**src/rtl/conv3_writeback_if.sv**
```systemverilog
// Stream-in / memory-out bundle for the conv3 writeback stage.
// The slave side is the writeback block; the master side feeds results and observes the output buffer.
interface conv3_writeback_if #(parameter int AW = 12);
  logic          in_valid;
  logic [24:0]   in_acc;
  logic [24:0]   in_bias;
  logic          in_ready;
  logic          acc_clr;
  logic          mem_we;
  logic [AW-1:0] mem_addr;
  logic [31:0]   mem_wdata;

  modport master (output in_valid, in_acc, in_bias,
                  input  in_ready, acc_clr, mem_we, mem_addr, mem_wdata);
  modport slave  (input  in_valid, in_acc, in_bias,
                  output in_ready, acc_clr, mem_we, mem_addr, mem_wdata);
endinterface

```
**src/rtl/conv3_writeback.sv**
```systemverilog
// conv3 output stage: bias add, round/shift, optional ReLU, int8 saturation,
// 4-byte packing and sequential writes to the output buffer.
module conv3_writeback #(parameter int AW = 12) (
  input  logic          CLK,
  input  logic          CLR,
  input  logic          start,
  input  logic [AW-1:0] base_addr,
  input  logic [15:0]   count,
  input  logic [4:0]    shift,
  input  logic          relu_en,
  conv3_writeback_if.slave bus,
  output logic          busy,
  output logic          done
);

  typedef enum logic [1:0] {IDLE, RUN, DRAIN, DONE} state_t;

  state_t state, state_nxt;

  logic [15:0]        count_r, accepted;
  logic [4:0]         shift_r;
  logic               relu_r;
  logic [AW-1:0]      addr;
  logic [1:0]         lane;
  logic [23:0]        pack;
  logic signed [25:0] s1;
  logic               s1_vld;
  logic               ready, accept, last_accept;
  logic signed [26:0] s1x, rnd, r;
  logic [7:0]         b;
  logic               acc_clr_r, mem_we_r;
  logic [AW-1:0]      mem_addr_r;
  logic [31:0]        mem_wdata_r;

  assign ready       = (state == RUN) && (accepted < count_r);
  assign accept      = bus.in_valid && ready;
  assign last_accept = accept && (({1'b0, accepted} + 17'd1) == {1'b0, count_r});

  assign bus.in_ready  = ready;
  assign bus.acc_clr   = acc_clr_r;
  assign bus.mem_we    = mem_we_r;
  assign bus.mem_addr  = mem_addr_r;
  assign bus.mem_wdata = mem_wdata_r;

  always_ff @(posedge CLK) begin
    if (CLR) state <= IDLE;
    else     state <= state_nxt;
  end

  always_comb begin
    state_nxt = state;
    busy      = (state != IDLE);
    done      = (state == DONE);
    case (state)
      IDLE:    if (start) state_nxt = (count == 16'd0) ? DONE : RUN;
      RUN:     if (last_accept) state_nxt = DRAIN;
      // a partial word is flushed while lane != 0; DONE follows once it is gone
      DRAIN:   if (!s1_vld && lane == 2'd0) state_nxt = DONE;
      DONE:    state_nxt = IDLE;
      default: state_nxt = IDLE;
    endcase
  end

  // round-half-up shift in 27 bits so the rounding offset cannot overflow
  always_comb begin
    s1x = {s1[25], s1};
    rnd = s1x;
    if (shift_r != 5'd0) rnd = s1x + (27'sd1 <<< (shift_r - 5'd1));
    r = rnd >>> shift_r;
    if (relu_r && r < 27'sd0) r = 27'sd0;
    if (r > 27'sd127)        b = 8'h7F;
    else if (r < -27'sd128)  b = 8'h80;
    else                     b = r[7:0];
  end

  always_ff @(posedge CLK) begin
    if (CLR) begin
      count_r     <= '0;
      accepted    <= '0;
      shift_r     <= '0;
      relu_r      <= 1'b0;
      addr        <= '0;
      lane        <= '0;
      pack        <= '0;
      s1          <= '0;
      s1_vld      <= 1'b0;
      acc_clr_r   <= 1'b0;
      mem_we_r    <= 1'b0;
      mem_addr_r  <= '0;
      mem_wdata_r <= '0;
    end else begin
      acc_clr_r <= accept;
      mem_we_r  <= 1'b0;
      s1_vld    <= accept;
      if (state == IDLE && start) begin
        count_r  <= count;
        shift_r  <= shift;
        relu_r   <= relu_en;
        addr     <= base_addr;
        accepted <= '0;
        lane     <= '0;
        pack     <= '0;
      end
      if (accept) begin
        s1       <= $signed({bus.in_acc[24], bus.in_acc}) + $signed({bus.in_bias[24], bus.in_bias});
        accepted <= accepted + 16'd1;
      end
      if (s1_vld) begin
        lane <= lane + 2'd1;
        case (lane)
          2'd0: pack[7:0]   <= b;
          2'd1: pack[15:8]  <= b;
          2'd2: pack[23:16] <= b;
          default: begin
            mem_we_r    <= 1'b1;
            mem_wdata_r <= {b, pack};
            mem_addr_r  <= addr;
            addr        <= addr + 1'b1;
            pack        <= '0;
          end
        endcase
      end else if (state == DRAIN && lane != 2'd0) begin
        mem_we_r    <= 1'b1;
        mem_wdata_r <= {8'h00, pack};
        mem_addr_r  <= addr;
        addr        <= addr + 1'b1;
        pack        <= '0;
        lane        <= '0;
      end
    end
  end

endmodule

```
**src/flat_wrapper.sv**
```systemverilog
// flat-port wrapper written by rule: the top's interface ports become plain ports
module conv3_writeback_flat 
#(parameter int AW = 12)
  (CLK, CLR, start, base_addr, count, shift, relu_en, busy, done, bus_in_valid, bus_in_acc, bus_in_bias, bus_in_ready, bus_acc_clr, bus_mem_we, bus_mem_addr, bus_mem_wdata);
  conv3_writeback_if #(.AW(AW)) bus_i ();
  input  logic CLK;
  input  logic CLR;
  input  logic start;
  input  logic [AW-1:0] base_addr;
  input  logic [15:0] count;
  input  logic [4:0] shift;
  input  logic relu_en;
  output logic busy;
  output logic done;
  input wire logic [$bits(bus_i.in_valid)-1:0] bus_in_valid;
  input wire logic [$bits(bus_i.in_acc)-1:0] bus_in_acc;
  input wire logic [$bits(bus_i.in_bias)-1:0] bus_in_bias;
  output wire logic [$bits(bus_i.in_ready)-1:0] bus_in_ready;
  output wire logic [$bits(bus_i.acc_clr)-1:0] bus_acc_clr;
  output wire logic [$bits(bus_i.mem_we)-1:0] bus_mem_we;
  output wire logic [$bits(bus_i.mem_addr)-1:0] bus_mem_addr;
  output wire logic [$bits(bus_i.mem_wdata)-1:0] bus_mem_wdata;
  assign bus_i.in_valid = bus_in_valid;
  assign bus_i.in_acc = bus_in_acc;
  assign bus_i.in_bias = bus_in_bias;
  assign bus_in_ready = bus_i.in_ready;
  assign bus_acc_clr = bus_i.acc_clr;
  assign bus_mem_we = bus_i.mem_we;
  assign bus_mem_addr = bus_i.mem_addr;
  assign bus_mem_wdata = bus_i.mem_wdata;
  conv3_writeback #(.AW(AW)) u_core (.CLK(CLK), .CLR(CLR), .start(start), .base_addr(base_addr), .count(count), .shift(shift), .relu_en(relu_en), .bus(bus_i), .busy(busy), .done(done));
endmodule
```
**config.mk**
```make
export PLATFORM = sky130hd
export DESIGN_NAME = conv3_writeback_flat
export DESIGN_NICKNAME = d
export VERILOG_FILES = /design/src/rtl/conv3_writeback_if.sv /design/src/rtl/conv3_writeback.sv /design/src/flat_wrapper.sv
export SDC_FILE = /design/constraint.sdc
export NUM_CORES = 1
export LEC_CHECK = 0
export CAP_MARGIN = 10
export CELL_PAD_IN_SITES_DETAIL_PLACEMENT = 1
export CELL_PAD_IN_SITES_GLOBAL_PLACEMENT = 1
export CORE_MARGIN = 3
export CORE_UTILIZATION = 30
export DETAILED_ROUTE_END_ITERATION = 6
export PLACE_DENSITY = 0.63
export SLEW_MARGIN = 40
export SYNTH_ARGS = -nofsm -noshare
export SYNTH_HDL_FRONTEND = slang
export SYNTH_SLANG_ARGS = --single-unit
```
**constraint.sdc**
```tcl
create_clock -name CLK -period 7.2 [get_ports CLK]
set_clock_uncertainty 0.05 [all_clocks]
set_input_delay 2.16 -clock CLK [delete_from_list [all_inputs] [get_ports CLK]]
set_output_delay 2.16 -clock CLK [all_outputs]
set_load 0.005 [all_outputs]
```
==> flow_metrics.py <==
metrics = {
    "run_status": {
        "outcome": "completed",
    },
    "clock_tree": {
        "cts_tree": "built",
        "cts_root_buf": "clkbuf_16",
        "cts_sinks": 150,
        "htree_levels": 4,
        "clockBufferDepth": 2,
        "clk_latency_ps": 430,
        "hold_buffers": 0,
        "path_clk_slew_ps": 70,
        "ctsResizeCount": 0,
        "cts_made_buffers": 17,
        "postCtsSetupRepairBufs": 0,
    },
    "worst_setup_path": {
        "worst_setup_path_start_kind": "register",
        "crit_start": "u_core.shift_r[4]",
        "cp_slowest_stage_delay_ps": 720,
        "worst_r2r_startpoint": "u_core.shift_r[4]",
        "crit_buf_inv": 1,
        "crit_top_cell": "nor2_1",
        "crit_arrival_ps": 6580,
        "crit_slowest_cell": "a2111oi_2",
        "cp_cell_sequence": "nor2_1 > nand2_1 > nor2_1 > ha_1 > nand3_1 > a2111oi_2 > o211ai_1 > o211a_1 > buf_4 > a21o_1 > a311o_1 > nor4_2 > nand4_1 > or4_1 > o31a_4 > nor4_4 > a221o_1",
        "required_ps": 7530,
        "crit_type": "register to register",
        "end_kind": "register",
        "path_max_fanout": 14,
        "cp_top_family": "simple AND/OR/NAND/NOR gates",
    },
    "die": {
        "io-pin-count": 137,
        "start_util_pct": 30.8,
        "die_h_um": 206,
        "core-area_um2": 39200,
        "num_rows": 72,
        "dieArea_um2": 42600,
        "die_w_um": 206,
    },
    "drt": {
        "drt_iter0_markers": 763,
        "post_drt_via_cell_ratio": 5.65,
        "wl_um": 46400,
        "vias": 12900,
        "ant_nets": 0,
        "first_pass_iters": 5,
        "drc": 0,
        "routedWlPerCell_um": 20.3,
    },
    "global_routing": {
        "antenna_found_initial": 1,
        "grt_pass1_wl_um": 73700,
        "track_usage_pct": 21.7,
        "grt_pass1_vias": 12900,
        "grt_overflow_total": 0,
        "grt_start_max_net_pins": 77,
    },
    "timing": {
        "relSlewSlack_pct": 51.8,
        "setup_viol": 0,
        "fin_crit_ps": 6250,
        "rsz0062_at_grt": "false",
        "slew_viol_final": 0,
        "hold_viol_final": 0,
        "tightestPinTransition_ps": 721,
        "fin_crit_sh_pct": 86.9,
        "fmax_mhz": 160,
        "setup_tns_ps": 0,
    },
    "min_path": {
        "holdCritPathClass": "register to register",
        "min_from": "u_core.bus.mem_addr[11]",
    },
    "final_layout": {
        "n_fill_cell": 4812,
        "fin_cells": 2284,
        "nNetsFinal": 1922,
        "multiInputGateArea_um2": 8500,
        "diodes": 0,
        "regArea_um2": 3000,
        "drive_gt1_share_pct": 6.80,
        "area_delta_synth_final_pct": 21.5,
    },
    "synthesis": {
        "ys.flop_type": "dfxtp_1",
        "synth_edf_count": 0,
        "avgSynthCellArea_um2": 7.29,
        "synth_nets": 1822,
        "synth_common_cells": "230 x nand2_1, 195 x nor2_1, 194 x a21oi_1, 150 x dfxtp_1, 84 x o21ai_0",
        "synthTopCellsByArea": "dfxtp_1 25%, ha_1 8.2%, a21oi_1 8.1%",
        "synthCells": 1653,
        "syn_area_um2": 12100,
        "synth_seq_area_share_pct": 24.9,
        "async_flop_share_pct": 0,
        "yosysMostFrequentCell": "nand2_1",
        "ys_ff_latch": 150,
        "synth_area_leader_cell": "dfxtp_1",
        "yosys_warnings": 0,
        "ys_types": 82,
        "yosysTopAreaCellShare_pct": 24.9,
    },
    "power": {
        "power_mw": 3.84,
        "power_frac_clock_pct": 23.5,
        "intPower_mw": 2.07,
        "sequentialPowerShare_pct": 26.3,
        "pwr-share-comb_pct": 50.2,
        "p_per_area_nw_per_um2": 262,
        "peakVddDrop_v": 0.000143,
        "switching_power_mw": 1.78,
        "p_sw_share_pct": 46.2,
        "p_leak_nw": 5.53,
    },
    "place": {
        "port_buffers": 136,
        "routabilityCongestion": 0.944,
        "dpl.hpwl_um": 36400,
        "dp_cells": 2252,
    },
    "run": {
        "max_cap_viol_count": 0,
    },
}
## path summary, 6_finish.rpt
path / end / slack, ps / cells past startpoint
hold reg to reg: u_core.bus.mem_addr[11] / 400 / 2
hold / removal: u_core.bus.mem_addr[11] / 400 / 2
setup / recovery: u_core.pack[3] / 950 / 17
setup reg to reg: u_core.pack[3] / 950 / 17
## cell families (layout without fill, tap and decap cells)
logic type / count (synthesis) / count (layout) / share of synthesized area, %
AOI/OAI and AO/OA: 511 / 511 / 27.9
xor gates and xnor gates: 58 / 58 / 4.21
adders and majority gates: 81 / 81 / 8.53
buffers and inverters: 152 / 265 / 4.91
DFF: 150 / 150 / 24.9
muxes: 37 / 37 / 3.56
and+or+nand+nor: 664 / 664 / 26.0
## registers in the layout, indices dropped and copies added (netlist names), 5 cells and up
register              cells
u_core.pack              24
u_core.s1                26
u_core.addr              12
u_core.bus.mem_addr      12
u_core.accepted          16
u_core.bus.mem_wdata     32
u_core.shift_r            5
u_core.count_r           16
## cell type report
cell class	instances	share of cell area, %
repair buffers	180	11.6
inverters	53	1.36
clock inverters	15	1.20
flip-flops and latches	150	20.5
well taps	518	4.42
clock buffers	17	2.90
multi-input cells	1351	58.1
## metrics by stage
stage / instance area [µm²] / util (%) / hold WS, ps / setup WS (ps)
2_1_floorplan: 12100 / - / 386 / 1680
3_3_place_gp: 14000 / 35.8 / 387 / 910
3_5_place_dp: 14000 / 35.8 / 396 / 932
4_1_cts: 14600 / 37.3 / 405 / 889
5_1_grt: 14600 / 37.4 / 422 / 547
6_report: 14600 / 37.4 / 402 / 946
## metal layers
layer | routed length, µm | GRT usage [%] | vias up
met4 | 1300 | 7.20 | 2
met3 | 2130 | 2.61 | 73
met5 | 9 | 0 | -
met1 | 21700 | 29.5 | 6247
met2 | 21300 | 35.8 | 344
li1 | - | - | 6243
## cells in the final DEF (no fill, tap or decap), types with 36 or more instances in the layout
cell type          n
dfxtp_1          150
nor2_1           194
xnor2_1           36
nand2_1          229
buf_4             44
clkdlybuf4s50_1  135
ha_1              79
a21oi_1          193
o21ai_0           84
inv_1             51
nand3_1           43
## worst min-delay path, stage by stage (launching register included)
cell     delay (ps)
dfxtp_1         310
nand2_1          50
a21oi_1          50
## power groups by stage
stage	clock [mW]	sequential [mW]	combinational (mW)
2_1_floorplan	0	0.979	1.27
3_3_place_gp	0	1.03	1.89
3_5_place_dp	0	1.03	1.91
4_1_cts	0.929	1.01	1.92
5_1_grt	0.968	1.02	2.12
6_report	0.901	1.01	1.93
No activity file was read; power rests on OpenSTA's default activity.
